==> src/rtl/gb_cpu_irq_ctrl_pkg.sv <==
// Shared types and helpers for the CPU interrupt controller.
//   irq_state_t   : dispatch FSM states
//   irq_reg_sel_t : register select encoding for CPU writes (IF / IE)
//   DMG_NUM_IRQ   : number of interrupt sources on the original DMG
//   irq_vector()  : vector address of a source, wrapped to 16 bits
package gb_cpu_irq_ctrl_pkg;

    typedef enum logic [1:0] {IRQ_IDLE, IRQ_REQ, IRQ_ACK} irq_state_t;

    typedef enum logic {IRQ_SEL_IF, IRQ_SEL_IE} irq_reg_sel_t;

    localparam int unsigned DMG_NUM_IRQ = 5;

    function automatic logic [15:0] irq_vector(input logic [15:0] base,
                                               input int unsigned stride,
                                               input int unsigned id);
        return 16'(32'(base) + stride * id);
    endfunction

endpackage

==> src/rtl/gb_cpu_irq_ctrl_if.sv <==
// Bus between the CPU core / peripherals and the interrupt controller.
//   master : CPU-side view (drives requests, strobes, ack; observes status)
//   slave  : controller-side view
interface gb_cpu_irq_ctrl_if #(
    parameter int unsigned NUM_IRQ = 5
);
    localparam int unsigned ID_W = (NUM_IRQ > 1) ? $clog2(NUM_IRQ) : 1;

    logic [NUM_IRQ-1:0] irq_i;
    logic               reg_wr_en;
    logic               reg_sel;
    logic [NUM_IRQ-1:0] reg_wdata;
    logic [NUM_IRQ-1:0] if_o;
    logic [NUM_IRQ-1:0] ie_o;
    logic               instr_done_i;
    logic               ei_i;
    logic               di_i;
    logic               reti_i;
    logic               halt_i;
    logic               ime_o;
    logic               irq_req_o;
    logic               ack_i;
    logic [15:0]        vector_o;
    logic [ID_W-1:0]    irq_id_o;
    logic               halted_o;
    logic               halt_bug_o;

    modport master (
        output irq_i, reg_wr_en, reg_sel, reg_wdata, instr_done_i,
               ei_i, di_i, reti_i, halt_i, ack_i,
        input  if_o, ie_o, ime_o, irq_req_o, vector_o, irq_id_o,
               halted_o, halt_bug_o
    );

    modport slave (
        input  irq_i, reg_wr_en, reg_sel, reg_wdata, instr_done_i,
               ei_i, di_i, reti_i, halt_i, ack_i,
        output if_o, ie_o, ime_o, irq_req_o, vector_o, irq_id_o,
               halted_o, halt_bug_o
    );

endinterface

==> src/rtl/gb_cpu_irq_prio_enc.sv <==
// Combinational lowest-set-bit priority encoder.
//   req_i   : request vector, bit 0 = highest priority
//   valid_o : any request set
//   index_o : index of the lowest set bit (0 when none)
module gb_cpu_irq_prio_enc #(
    parameter int unsigned N = 5,
    parameter int unsigned W = 3
) (
    input  logic [N-1:0] req_i,
    output logic         valid_o,
    output logic [W-1:0] index_o
);

    always_comb begin
        logic found;
        found   = 1'b0;
        index_o = '0;
        for (int unsigned i = 0; i < N; i++) begin
            if (req_i[i] && !found) begin
                found   = 1'b1;
                index_o = W'(i);
            end
        end
        valid_o = found;
    end

endmodule

==> src/rtl/gb_cpu_irq_ctrl.sv <==
// Interrupt controller between peripherals and the CPU core.
// Owns IF/IE, latches peripheral requests (edge or level per source),
// manages IME with a delayed EI, prioritises pending sources, runs the
// request/ack dispatch handshake and produces HALT wake / HALT-bug signals.
//   clk   : M-cycle clock
//   reset : asynchronous active-low reset
//   bus   : controller side of gb_cpu_irq_ctrl_if (requests, register
//           access, instruction strobes, dispatch handshake, status)
module gb_cpu_irq_ctrl
    import gb_cpu_irq_ctrl_pkg::*;
#(
    parameter int unsigned        NUM_IRQ       = DMG_NUM_IRQ,
    parameter logic [15:0]        VECTOR_BASE   = 16'h0040,
    parameter int unsigned        VECTOR_STRIDE = 8,
    parameter int unsigned        EI_DELAY      = 1,
    parameter logic [NUM_IRQ-1:0] EDGE_MASK     = '1
) (
    input logic              clk,
    input logic              reset,
    gb_cpu_irq_ctrl_if.slave bus
);

    localparam int unsigned ID_W = (NUM_IRQ > 1) ? $clog2(NUM_IRQ) : 1;

    logic [NUM_IRQ-1:0] if_q, if_d;
    logic [NUM_IRQ-1:0] ie_q, ie_d;
    logic [NUM_IRQ-1:0] irq_prev_q;
    logic [NUM_IRQ-1:0] pend;
    logic [NUM_IRQ-1:0] hw_set;
    logic               ime_q, ime_d;
    logic [2:0]         ei_cnt_q, ei_cnt_d;
    irq_state_t         state_q, state_d;
    logic               halted_q, halted_d;
    logic               halt_bug_q, halt_bug_d;
    logic               pend_any;
    logic [ID_W-1:0]    win_id;
    logic               ack_fire;
    logic               in_req;

    assign pend     = if_q & ie_q;
    assign in_req   = (state_q == IRQ_REQ);
    assign ack_fire = in_req && bus.ack_i;

    // Edge sources set on a 0->1 transition, level sources while high.
    assign hw_set = (EDGE_MASK & bus.irq_i & ~irq_prev_q) | (~EDGE_MASK & bus.irq_i);

    gb_cpu_irq_prio_enc #(
        .N (NUM_IRQ),
        .W (ID_W)
    ) u_prio (
        .req_i   (pend),
        .valid_o (pend_any),
        .index_o (win_id)
    );

    // IF: write < ack clear < hardware set (set always wins on a collision).
    always_comb begin
        if_d = if_q;
        if (bus.reg_wr_en && irq_reg_sel_t'(bus.reg_sel) == IRQ_SEL_IF) begin
            if_d = bus.reg_wdata;
        end
        if (ack_fire && pend_any) begin
            if_d[win_id] = 1'b0;
        end
        if_d = if_d | hw_set;
    end

    always_comb begin
        ie_d = ie_q;
        if (bus.reg_wr_en && irq_reg_sel_t'(bus.reg_sel) == IRQ_SEL_IE) begin
            ie_d = bus.reg_wdata;
        end
    end

    // IME: later statements take precedence (ack > di > reti > ei > countdown).
    always_comb begin
        ime_d    = ime_q;
        ei_cnt_d = ei_cnt_q;
        if (ei_cnt_q != 3'd0 && bus.instr_done_i) begin
            ei_cnt_d = ei_cnt_q - 3'd1;
            if (ei_cnt_q == 3'd1) begin
                ime_d = 1'b1;
            end
        end
        if (bus.ei_i) begin
            ei_cnt_d = 3'(EI_DELAY);
        end
        if (bus.reti_i) begin
            ime_d    = 1'b1;
            ei_cnt_d = 3'd0;
        end
        if (bus.di_i) begin
            ime_d    = 1'b0;
            ei_cnt_d = 3'd0;
        end
        if (ack_fire) begin
            ime_d    = 1'b0;
            ei_cnt_d = 3'd0;
        end
    end

    always_comb begin
        state_d = state_q;
        unique case (state_q)
            IRQ_IDLE: if (bus.instr_done_i && ime_q && pend_any) state_d = IRQ_REQ;
            IRQ_REQ:  if (bus.ack_i) state_d = IRQ_ACK;
            IRQ_ACK:  state_d = IRQ_IDLE;
            default:  state_d = IRQ_IDLE;
        endcase
    end

    always_comb begin
        halted_d   = halted_q;
        halt_bug_d = 1'b0;
        if (halted_q && pend_any) begin
            halted_d = 1'b0;
        end
        if (bus.halt_i) begin
            if (!pend_any) begin
                halted_d = 1'b1;
            end else if (!ime_q) begin
                halt_bug_d = 1'b1;
            end
        end
    end

    always_ff @(posedge clk or negedge reset) begin
        if (!reset) begin
            if_q       <= '0;
            ie_q       <= '0;
            irq_prev_q <= '0;
            ime_q      <= 1'b0;
            ei_cnt_q   <= 3'd0;
            state_q    <= IRQ_IDLE;
            halted_q   <= 1'b0;
            halt_bug_q <= 1'b0;
        end else begin
            if_q       <= if_d;
            ie_q       <= ie_d;
            irq_prev_q <= bus.irq_i;
            ime_q      <= ime_d;
            ei_cnt_q   <= ei_cnt_d;
            state_q    <= state_d;
            halted_q   <= halted_d;
            halt_bug_q <= halt_bug_d;
        end
    end

    // Id and vector follow the live winner so a higher-priority arrival
    // preempts before ack; a fully cancelled request presents vector 0.
    assign bus.if_o       = if_q;
    assign bus.ie_o       = ie_q;
    assign bus.ime_o      = ime_q;
    assign bus.irq_req_o  = in_req;
    assign bus.irq_id_o   = in_req ? win_id : '0;
    assign bus.vector_o   = (in_req && pend_any)
                          ? irq_vector(VECTOR_BASE, VECTOR_STRIDE, 32'(win_id))
                          : 16'h0000;
    assign bus.halted_o   = halted_q;
    assign bus.halt_bug_o = halt_bug_q;

endmodule

==> src/flat_wrapper.sv <==
// flat-port wrapper written by rule: the top's interface ports become plain ports
module gb_cpu_irq_ctrl_flat import gb_cpu_irq_ctrl_pkg::*;
#(
    parameter int unsigned        NUM_IRQ       = DMG_NUM_IRQ,
    parameter logic [15:0]        VECTOR_BASE   = 16'h0040,
    parameter int unsigned        VECTOR_STRIDE = 8,
    parameter int unsigned        EI_DELAY      = 1,
    parameter logic [NUM_IRQ-1:0] EDGE_MASK     = '1
)
  (clk, reset, bus_irq_i, bus_reg_wr_en, bus_reg_sel, bus_reg_wdata, bus_instr_done_i, bus_ei_i, bus_di_i, bus_reti_i, bus_halt_i, bus_ack_i, bus_if_o, bus_ie_o, bus_ime_o, bus_irq_req_o, bus_vector_o, bus_irq_id_o, bus_halted_o, bus_halt_bug_o);
  gb_cpu_irq_ctrl_if #(.NUM_IRQ(NUM_IRQ)) bus_i ();
  input logic clk;
  input logic reset;
  input wire logic [$bits(bus_i.irq_i)-1:0] bus_irq_i;
  input wire logic [$bits(bus_i.reg_wr_en)-1:0] bus_reg_wr_en;
  input wire logic [$bits(bus_i.reg_sel)-1:0] bus_reg_sel;
  input wire logic [$bits(bus_i.reg_wdata)-1:0] bus_reg_wdata;
  input wire logic [$bits(bus_i.instr_done_i)-1:0] bus_instr_done_i;
  input wire logic [$bits(bus_i.ei_i)-1:0] bus_ei_i;
  input wire logic [$bits(bus_i.di_i)-1:0] bus_di_i;
  input wire logic [$bits(bus_i.reti_i)-1:0] bus_reti_i;
  input wire logic [$bits(bus_i.halt_i)-1:0] bus_halt_i;
  input wire logic [$bits(bus_i.ack_i)-1:0] bus_ack_i;
  output wire logic [$bits(bus_i.if_o)-1:0] bus_if_o;
  output wire logic [$bits(bus_i.ie_o)-1:0] bus_ie_o;
  output wire logic [$bits(bus_i.ime_o)-1:0] bus_ime_o;
  output wire logic [$bits(bus_i.irq_req_o)-1:0] bus_irq_req_o;
  output wire logic [$bits(bus_i.vector_o)-1:0] bus_vector_o;
  output wire logic [$bits(bus_i.irq_id_o)-1:0] bus_irq_id_o;
  output wire logic [$bits(bus_i.halted_o)-1:0] bus_halted_o;
  output wire logic [$bits(bus_i.halt_bug_o)-1:0] bus_halt_bug_o;
  assign bus_i.irq_i = bus_irq_i;
  assign bus_i.reg_wr_en = bus_reg_wr_en;
  assign bus_i.reg_sel = bus_reg_sel;
  assign bus_i.reg_wdata = bus_reg_wdata;
  assign bus_i.instr_done_i = bus_instr_done_i;
  assign bus_i.ei_i = bus_ei_i;
  assign bus_i.di_i = bus_di_i;
  assign bus_i.reti_i = bus_reti_i;
  assign bus_i.halt_i = bus_halt_i;
  assign bus_i.ack_i = bus_ack_i;
  assign bus_if_o = bus_i.if_o;
  assign bus_ie_o = bus_i.ie_o;
  assign bus_ime_o = bus_i.ime_o;
  assign bus_irq_req_o = bus_i.irq_req_o;
  assign bus_vector_o = bus_i.vector_o;
  assign bus_irq_id_o = bus_i.irq_id_o;
  assign bus_halted_o = bus_i.halted_o;
  assign bus_halt_bug_o = bus_i.halt_bug_o;
  gb_cpu_irq_ctrl #(.NUM_IRQ(NUM_IRQ), .VECTOR_BASE(VECTOR_BASE), .VECTOR_STRIDE(VECTOR_STRIDE), .EI_DELAY(EI_DELAY), .EDGE_MASK(EDGE_MASK)) u_core (.clk(clk), .reset(reset), .bus(bus_i));
endmodule
==> config.mk <==
export PLATFORM = sky130hd
export DESIGN_NAME = gb_cpu_irq_ctrl_flat
export DESIGN_NICKNAME = d
export VERILOG_FILES = /design/src/rtl/gb_cpu_irq_ctrl_pkg.sv /design/src/rtl/gb_cpu_irq_ctrl_if.sv /design/src/rtl/gb_cpu_irq_prio_enc.sv /design/src/rtl/gb_cpu_irq_ctrl.sv /design/src/flat_wrapper.sv
export SDC_FILE = /design/constraint.sdc
export NUM_CORES = 1
export LEC_CHECK = 0
export BUFFER_PORTS_ARGS = -buffer_cell sky130_fd_sc_hd__buf_2
export CAP_MARGIN = 20
export CELL_PAD_IN_SITES_DETAIL_PLACEMENT = 0
export CELL_PAD_IN_SITES_GLOBAL_PLACEMENT = 2
export CORE_AREA = 2 2 67 69
export DETAILED_ROUTE_END_ITERATION = 10
export DIE_AREA = 0 0 69 71
export GPL_ROUTABILITY_DRIVEN = 0
export PLACE_DENSITY_LB_ADDON = 0.2
export RECOVER_POWER = 25
export SLEW_MARGIN = 25
export SYNTH_ARGS = -nofsm -noshare
export SYNTH_HDL_FRONTEND = slang
export SYNTH_SLANG_ARGS = --single-unit
==> constraint.sdc <==
create_clock -name clk -period 2.75 [get_ports clk]
set_input_delay 0.1375 -clock clk [delete_from_list [all_inputs] [get_ports clk]]
set_output_delay 0.1375 -clock clk [all_outputs]
set_load 0.1 [all_outputs]
==> impl_metrics.env, run 1 <==
export IMPL_die_y_um=71
export IMPL_grt_pass1_wl_um=4710
export IMPL_async_flop_share_pct=100
export IMPL_avgSynthCellArea_um2=10.7
export IMPL_num_vias=957
export IMPL_grtUsageTotal_pct=12.0
export IMPL_post_cts_resized=0
export IMPL_max_cap_violations=0
export IMPL_path_clk_slew_ns=0.08
export IMPL_syn_inst=111
export IMPL_cts_root_buffer="clkbuf_8"
export IMPL_tns_ns=0
export IMPL_rows=24
export IMPL_synth_edff_count=0
export IMPL_fin_crit_sh_pct=73.1
export IMPL_area_delta_synth_final_pct=28.1
export IMPL_chipWidth_um=69
export IMPL_wl_per_cell_um=13.5
export IMPL_fmax_mhz=498
export IMPL_synth_top_area_share_pct=48.5
export IMPL_setup_viol=0
export IMPL_cts_hold_buf=6
export IMPL_dpl_instance_area_um2=1420
export IMPL_cts_path_max_buffers=2
export IMPL_routed_wl_um=2840
export IMPL_dieArea_um2=4900
export IMPL_leakagePower_uw=0.000737
export IMPL_synth_ff_type="dfrtp_1"
export IMPL_yosys_area_top_type="dfrtp_1"
export IMPL_cts_made_buffers=3
export IMPL_required_ns=2.61
export IMPL_tightestPinTransition_ns=1.28
export IMPL_criticalPathCategory="flip-flop to output pin"
export IMPL_powerDensity_nw_per_um2=757
export IMPL_final_nets=182
export IMPL_detail_route_iter0_violations=18
export IMPL_cts_tree="built"
export IMPL_total_power_uw=1150
export IMPL_start_util_pct=28.2
export IMPL_core_area_um2=4200
export IMPL_first_pass_iters=4
export IMPL_postRouteAntennaNets=0
export IMPL_ios=53
export IMPL_critPathLaunchType="flip-flop"
export IMPL_drive_gt1_share_pct=32.3
export IMPL_yosys_warnings=0
export IMPL_peakVddDrop_v=0.000276
export IMPL_clock_latency_ns=0.26
export IMPL_cts_sinks=23
export IMPL_outcome="completed"
export IMPL_arrival_ns=1.87
export IMPL_htree_levels=1
export IMPL_antenna_found_initial=0
export IMPL_max_slew_margin_rel_pct=14.9
export IMPL_diodes=0
export IMPL_synth_area_leaders="dfrtp_1 (49%), buf_4 (7.6%), mux2i_1 (5.1%), mux2_2 (4.7%), ha_1 (3.2%)"
export IMPL_place_port_buffers=40
export IMPL_rsz0062_at_grt="no"
export IMPL_cp_end_kind="output pin"
export IMPL_synthDistinctLibCells=30
export IMPL_cp_max_fo=9
export IMPL_grt_pass1_vias=987
export IMPL_fin_skew_ns=0.00116
export IMPL_hp_class="primary input to flip-flop"
export IMPL_yosysSeqAreaShare_pct=48.5
export IMPL_finalCriticalPeriod_ns=2.01
export IMPL_grt_max_degree=24
export IMPL_overflow=0
export IMPL_synth_area_um2=1190
export IMPL_cts_setup_buffers=0
export IMPL_slew_violations=0
export IMPL_dp_hpwl_um=2230
export IMPL_drcViolationCount=0
export IMPL_ys_ff_latch=23
export IMPL_hold_viol=0
export IMPL_via_per_inst=4.56
export IMPL_stdcell_area_um2=1520
## critical path: stages, from the launching register on
cell      delay (ns)
dfrtp_1         0.38
nand2b_1        0.36
nor4_2          0.38
buf_2           0.48
## cell type report
type	instances	area, µm²
Fill cell	449	2690
Inverter	9	33.8
Sequential cell	23	576
Multi-Input combinational cell	76	544
Clock buffer	4	45.0
Timing Repair Buffer	46	255
Tap cell	52	65.1
## cells in the mapped netlist (3+ instances only)
library cell	n
ha_1	3
dfrtp_1	23
nand2_1	8
buf_4	12
inv_1	9
mux2i_1	6
o22ai_1	6
nor4_1	4
nor3_1	5
nor3b_1	4
nor2_1	5
mux2_2	5
## placed cells by master, fill, tap and decap left out, types with 3 or more instances in the layout
| cell type | instances |
|---|---|
| clkbuf_1 | 5 |
| mux2_2 | 5 |
| dfrtp_1 | 23 |
| nor3_1 | 5 |
| inv_1 | 9 |
| buf_2 | 36 |
| o22ai_1 | 6 |
| ha_1 | 3 |
| nor2_1 | 4 |
| nand2_1 | 8 |
| conb_1 | 12 |
| dlygate4sd3_1 | 6 |
| clkbuf_8 | 3 |
| mux2i_1 | 6 |
## report_power, final
group	switching (µW)	leakage (µW)	total, µW	internal, µW
Clock	106	0.0000228	209	103
Combinational	442	0.000439	536	94.2
Sequential	32.7	0.000275	404	371
## stage by stage
step | cells | util (%) | hold WS (ns) | worst slack [ns]
final | 210 | 36.1 | 0.0415 | 0.740
after global routing | 210 | 36.1 | 0.0341 | 0.686
after CTS | 210 | 36.3 | 0.0372 | 0.748
after detailed placement | 200 | 33.8 | 0.153 | 1.05
after global placement | 200 | 33.8 | 0.143 | 1.07
after floorplan | 122 | - | -0.158 | -0.903
## state kept, by name, indices dropped and copies added (netlist names)
register               flops
u_core.ei_cnt_q            3
u_core.bus.ime_o           1
u_core.bus.halted_o        1
u_core.state_q             2
u_core.irq_prev_q          5
u_core.bus.halt_bug_o      1
u_core.bus.if_o            5
u_core.bus.ie_o            5
## path summary, 6_finish.rpt
| path | startpoint | to | slack, ns | depth (start not counted) |
|---|---|---|---|---|
| min in group asynchronous | reset | u_core.bus.ie_o[2]$_DFFE_PN0P_ | 0.68 | 2 |
| min reg2reg | u_core.irq_prev_q[4]$_DFF_PN0_ | u_core.bus.if_o[4]$_DFF_PN0_ | 0.43 | 1 |
| max reg2reg | u_core.bus.if_o[0]$_DFF_PN0_ | u_core.state_q[0]$_DFFE_PN0P_ | 1.41 | 3 |
| min | bus_di_i | u_core.bus.ime_o$_DFFE_PN0P_ | 0.04 | 2 |
| max | u_core.state_q[1]$_DFFE_PN0P_ | bus_irq_id_o[2] | 0.74 | 3 |
| max in group asynchronous | reset | u_core.irq_prev_q[0]$_DFF_PN0_ | 1.32 | 2 |
## logic make-up (layout without fill, tap and decap cells)
kind of cell	after synthesis	count (layout)	share of synthesized area (%)
fa+ha+maj	3	3	3.16
mux	11	11	9.81
flops	23	23	48.5
compound gates	13	13	8.55
other cells	1	12	0.316
simple gates	37	37	18.5
buf+inv	23	59	11.2
## layer usage
metal | vias up | GRT usage [%] | part of all wire, %
met5 | - | 0 | 0
met4 | 0 | 4.58 | 1.6
met3 | 5 | 3.56 | 6.5
met2 | 33 | 18.9 | 45
met1 | 460 | 15.7 | 47
li1 | 459 | - | -
Power figures use the tool's default switching activity.
==> run 2, diff against run 1 <==
- ABC_AREA: default -> 1
- CORE_AREA: 2 2 67 69 -> 2 2 78 80
- DIE_AREA: 0 0 69 71 -> 0 0 80 82
- clock period: 2.75 -> 1.8 ns (I/O delays scaled with it)
==> run 2 against run 1 <==
Against the previous run:
- register-to-register slack worse by 0.97 ns
- non-clock buffer count is the same
- final cell count is 31% higher
- die area is 34% higher
- synthesized area rose by 2.6%
- flip-flop and latch count stayed put
- core utilization is 6.1 points lower
- critical path depth grew 3
- sequential share of layout area fell by 3.3 points
- sequential power up 52%
==> impl_metrics.env, run 2 <==
export IMPL_arrival_ns=1.61
export IMPL_final_util_pct=30.0
export IMPL_cp_max_fo=3
export IMPL_clock_latency_ns=0.26
export IMPL_switchingPower_uw=914
export IMPL_tightestPinTransition_ns=0.556
export IMPL_synth_ff_type="dfrtp_1"
export IMPL_outcome="completed"
export IMPL_cts_tree="built"
export IMPL_finalCriticalPeriod_ns=1.70
export IMPL_cts_path_max_buffers=2
export IMPL_ys_ff_latch=23
export IMPL_core_area_um2=5750
export IMPL_htree_levels=1
export IMPL_syn_inst=152
export IMPL_grt_pass1_vias=1051
export IMPL_slew_violations=0
export IMPL_hold_viol=0
export IMPL_criticalPathCategory="flip-flop to output pin"
export IMPL_cts_sinks=23
export IMPL_ios=53
export IMPL_synthDistinctLibCells=22
export IMPL_max_slew_margin_rel_pct=62.9
export IMPL_via_per_inst=3.72
export IMPL_area_delta_synth_final_pct=41.5
export IMPL_cp_end_kind="output pin"
export IMPL_swShare_pct=50.8
export IMPL_cts_setup_buffers=0
export IMPL_p_int_uw=884
export IMPL_synth_area_um2=1220
export IMPL_drive_gt1_share_pct=34.8
export IMPL_antenna_found_initial=0
export IMPL_synth_compound_area_share_pct=9.87
export IMPL_synth_top_family_by_area="simple AND/OR/NAND/NOR gates"
export IMPL_grtUsageTotal_pct=9.72
export IMPL_start_util_pct=21.2
export IMPL_total_power_uw=1800
export IMPL_diodes=0
export IMPL_cts_made_buffers=3
export IMPL_final_cell_mix="nand2_1 (41), buf_2 (31), inv_1 (23)"
export IMPL_wl_per_cell_um=10.7
export IMPL_grt_pass1_wl_um=4860
export IMPL_stdcell_count=276
export IMPL_overflow=0
export IMPL_synth_area_leaders="dfrtp_1 (47%), nand2_1 (13%), buf_4 (7.4%), inv_1 (7.1%), o21ai_0 (6.6%)"
export IMPL_routed_wl_um=2960
export IMPL_num_vias=1026
export IMPL_place_port_buffers=40
export IMPL_synthAdderAreaFrac_pct=3.08
export IMPL_cts_root_buffer="clkbuf_8"
export IMPL_tns_ns=0
export IMPL_final_common_cell="nand2_1"
export IMPL_postRouteAntennaNets=0
export IMPL_avgSynthCellArea_um2=8.01
export IMPL_dp_cells=266
export IMPL_die_y_um=82
export IMPL_synth_edff_count=0
export IMPL_synth_simple_gate_area_share_pct=23.9
export IMPL_yosysSeqAreaShare_pct=47.3
export IMPL_fin_skew_ns=0.00415
export IMPL_fillerInstances=652
export IMPL_fin_crit_sh_pct=94.6
export IMPL_setup_viol=0
export IMPL_seqPwrFrac_pct=34.2
export IMPL_netlist_top_cells_count="nand2_1 (41), dfrtp_1 (23), inv_1 (23)"
export IMPL_yosys_area_top_type="dfrtp_1"
export IMPL_synth_mux_area_share_pct=0
export IMPL_rows=28
export IMPL_rsz0062_at_grt="no"
export IMPL_p_comb_share_pct=47.4
export IMPL_synth_xor_area_share_pct=0.719
export IMPL_fmax_mhz=587
export IMPL_pwr_share_clk_pct=18.3
export IMPL_yosysMostFrequentCell="nand2_1"
export IMPL_critPathLaunchType="flip-flop"
export IMPL_grt_max_degree=24
export IMPL_synth_top_area_share_pct=47.3
export IMPL_dp_hpwl_um=2380
export IMPL_leakagePower_uw=0.000871
export IMPL_path_clk_slew_ns=0.09
export IMPL_final_nets=225
export IMPL_peakVddDrop_v=0.000319
export IMPL_yosys_warnings=0
export IMPL_required_ns=1.71
export IMPL_drcViolationCount=0
export IMPL_hp_class="primary input to flip-flop"
export IMPL_max_cap_violations=0
export IMPL_powerDensity_nw_per_um2=1040
export IMPL_async_flop_share_pct=100
export IMPL_dieArea_um2=6560
export IMPL_first_pass_iters=4
export IMPL_detail_route_iter0_violations=31
export IMPL_chipWidth_um=80
[run 2: worst paths after layout]
path | startpoint | end | slack (ns) | cells past startpoint
setup / recovery | u_core.bus.if_o[0]$_DFF_PN0_ | bus_irq_id_o[1] | 0.1 | 6
hold / removal | bus_ack_i | u_core.state_q[0]$_DFFE_PN0P_ | 0.03 | 2
setup reg to reg | u_core.bus.if_o[0]$_DFF_PN0_ | u_core.bus.if_o[1]$_DFF_PN0_ | 0.44 | 7
hold reg to reg | u_core.irq_prev_q[4]$_DFF_PN0_ | u_core.bus.if_o[4]$_DFF_PN0_ | 0.42 | 1
max in group asynchronous | reset | u_core.bus.if_o[1]$_DFF_PN0_ | 1.04 | 2
min in group asynchronous | reset | u_core.irq_prev_q[2]$_DFF_PN0_ | 0.34 | 2
[run 2: cell families after synthesis]
family / Yosys count
AOI/OAI and AO/OA: 23
xor gates and xnor gates: 1
adders and majority gates: 3
buffers and inverters: 36
DFF: 23
other: 1
and+or+nand+nor: 65
[run 2: cell type report]
class	count	area, µm²	area share, %
clock buffer	4	45.0	2.61
inverter	24	90.1	5.23
timing repair buffer	46	325	18.9
multi-input combinational	104	573	33.3
tap	75	93.8	5.45
sequential	23	596	34.6
[run 2: power by group through the flow]
stage / clock [µW] / combinational, µW / sequential (µW)
finish: 330 / 852 / 616
global route: 369 / 907 / 624
CTS: 356 / 859 / 617
global placement: 0 / 848 / 625
floorplan: 0 / 438 / 902
detailed placement: 0 / 849 / 628
[run 2: repair_timing]
action                                 CTS  global route
resized for setup                        0             4
setup endpoints to repair                0             3
hold buffers                             6             0
endpoints found under the hold margin   28             0
[run 2: critical path: stages (launching register included)]
cell,delay (ns)
dfrtp_4,0.49
nand2_1,0.11
nand2_1,0.09
inv_1,0.12
nand3_2,0.15
a21oi_4,0.20
buf_12,0.19
[run 2: through the flow]
step           setup slack (ns)  hold WS, ns  area (µm²)
5_1_grt                 0.00468       0.0298        1720
6_report                 0.0973       0.0293        1720
4_1_cts                  0.0450       0.0195        1720
2_1_floorplan            0.0408       -0.206        1350
3_5_place_dp              0.347        0.122        1610
3_3_place_gp              0.363        0.117        1610
[run 2: per-layer routing]
layer  vias to the layer above  GRT usage, %  wire, µm
met5                         -             0         0
met4                         0          3.05        15
met3                         2          2.42       159
met2                        23          16.8      1480
met1                       459          11.9      1300
li1                        542             -         -
==> run 3, diff against run 2 <==
- CORE_AREA: 2 2 78 80 -> 2 2 71 73
- DIE_AREA: 0 0 80 82 -> 0 0 73 75
- clock period: 1.8 -> 2 ns (I/O delays scaled with it)
==> run 3 against run 2 <==
Against the previous run:
- register-to-register slack better by 0.14 ns
- critical path depth is the same
- first-iteration DRC count is 77% higher
- total power is 12% lower
- critical path type unchanged
- die area fell by 17%
- clock skew fell by 0.00081 ns
- global-route usage rose by 1.5 points
- non-clock buffer count is the same
==> impl_metrics.env, run 3 (synthesized netlist as in run 2, its figures left out) <==
export IMPL_grt_pass1_wl_um=4640
export IMPL_first_pass_iters=4
export IMPL_cts_path_max_buffers=2
export IMPL_antenna_found_initial=0
export IMPL_tightestPinTransition_ns=1.33
export IMPL_outcome="completed"
export IMPL_swShare_pct=50.9
export IMPL_core_area_um2=4660
export IMPL_p_int_uw=773
export IMPL_setup_viol=0
export IMPL_final_nets=225
export IMPL_peakVddDrop_v=0.000213
export IMPL_clock_latency_ns=0.26
export IMPL_hp_class="primary input to flip-flop"
export IMPL_routed_wl_um=2950
export IMPL_hold_viol=0
export IMPL_drcViolationCount=0
export IMPL_wl_per_cell_um=11.6
export IMPL_max_slew_margin_rel_pct=11.2
export IMPL_overflow=0
export IMPL_cts_made_buffers=3
export IMPL_area_delta_synth_final_pct=30.6
export IMPL_arrival_ns=1.70
export IMPL_detail_route_iter0_violations=55
export IMPL_num_vias=1073
export IMPL_critPathLaunchType="flip-flop"
export IMPL_cts_sinks=23
export IMPL_dieArea_um2=5480
export IMPL_fin_ws_ns=0.195
export IMPL_die_y_um=75
export IMPL_dp_hpwl_um=2370
export IMPL_path_clk_slew_ns=0.08
export IMPL_finalCriticalPeriod_ns=1.80
export IMPL_switchingPower_uw=801
export IMPL_grt_pass1_vias=1049
export IMPL_grt_max_degree=24
export IMPL_final_cell_mix="nand2_1 (41), buf_2 (33), inv_1 (23)"
export IMPL_cts_tree="built"
export IMPL_fin_skew_ns=0.00335
export IMPL_slew_violations=0
export IMPL_pwr_share_clk_pct=18.2
export IMPL_chipWidth_um=73
export IMPL_fin_crit_sh_pct=90.2
export IMPL_diodes=0
export IMPL_leakagePower_uw=0.000851
export IMPL_rrSetupSlack_ns=0.58
export IMPL_fmax_mhz=554
export IMPL_criticalPathCategory="flip-flop to output pin"
export IMPL_final_common_cell="nand2_1"
export IMPL_start_util_pct=26.1
export IMPL_cts_root_buffer="clkbuf_8"
export IMPL_place_ws_ns=0.378
export IMPL_grtUsageTotal_pct=11.2
export IMPL_postRouteAntennaNets=0
export IMPL_required_ns=1.90
export IMPL_cp_max_fo=3
export IMPL_final_util_pct=34.1
export IMPL_ios=53
export IMPL_rows=25
export IMPL_htree_levels=1
export IMPL_multi_input_area_um2=543
export IMPL_powerDensity_nw_per_um2=990
export IMPL_hold_ws_ns=0.0413
export IMPL_cp_end_kind="output pin"
export IMPL_p_comb_share_pct=47.0
export IMPL_seqPwrFrac_pct=34.7
export IMPL_rsz0062_at_grt="no"
export IMPL_register_area_um2=586
export IMPL_max_cap_violations=0
export IMPL_drive_gt1_share_pct=31.3
export IMPL_fillerInstances=517
export IMPL_place_port_buffers=40
export IMPL_via_per_inst=4.21
[run 3: changes by cell type in the layout (fill, tap and decap cells not counted)]
cell and delta:
buf_4 -1, dfrtp_1 +2, buf_2 +2, dfrtp_4 -3, nand3_2 -2, nor2_4 -4, nor2_2 +4, dfrtp_2 +1
nand3_1 +2, clkbuf_1 +3, buf_12 -4
[run 3: critical path: stages, from the launching register on]
cell      delay [ns]
dfrtp_2         0.42
nand2_1         0.11
nand2_1         0.09
inv_1           0.10
nand3_1         0.20
a21oi_4         0.19
clkbuf_4        0.34
[run 3: timing repair]
item	4_1_cts	5_1_grt
buffers inserted	0	0
endpoints found under the hold margin	28	0
setup endpoints to repair	0	2
hold buffers	6	0
resized for setup	0	2
[run 3: per-layer routing]
layer  track usage (%)  share of wire [%]  vias up
met2              18.7                 49       36
met3              1.87                5.2        9
met1              13.5                 43      487
met4              6.79                3.0        0
li1                  -                  -      541
met5                 0                  0        -
[run 3: power groups by stage]
stage	Combinational, µW	Sequential, µW	Clock [µW]
floorplan	380	805	0
global placement	733	555	0
detailed placement	737	556	0
CTS	748	547	309
global route	785	555	323
finish	740	547	287
[run 3: final timing paths]
path                                             endpoint  cells past startpoint                           start
setup / recovery                          bus_irq_id_o[1]                      6    u_core.bus.if_o[0]$_DFF_PN0_
hold / removal              u_core.state_q[0]$_DFFE_PN0P_                      2                       bus_ack_i
setup reg to reg             u_core.bus.if_o[3]$_DFF_PN0_                      6    u_core.bus.if_o[0]$_DFF_PN0_
hold reg to reg              u_core.bus.if_o[4]$_DFF_PN0_                      1  u_core.irq_prev_q[4]$_DFF_PN0_
max in group asynchronous    u_core.bus.if_o[1]$_DFF_PN0_                      2                           reset
min in group asynchronous  u_core.bus.ie_o[3]$_DFFE_PN0P_                      2                           reset
[run 3: area by class of cell]
class | instances | share of cell area, %
clock buffer | 4 | 2.83
sequential | 23 | 36.8
timing repair buffer | 46 | 16.3
inverter | 24 | 5.66
multi-input combinational | 104 | 34.1
tap | 54 | 4.25
[run 3: per-stage QoR]
| step | instances | power, µW | setup TNS (ns) | instance area [µm²] |
|---|---|---|---|---|
| 6_report | 255 | 1570 | 0 | 1590 |
| 5_1_grt | 255 | 1660 | 0 | 1590 |
| 4_1_cts | 255 | 1600 | 0 | 1590 |
| 3_5_place_dp | 245 | 1290 | 0 | 1490 |
| 3_3_place_gp | 245 | 1290 | 0 | 1490 |
| 2_1_floorplan | 163 | 1180 | -0.408 | 1310 |
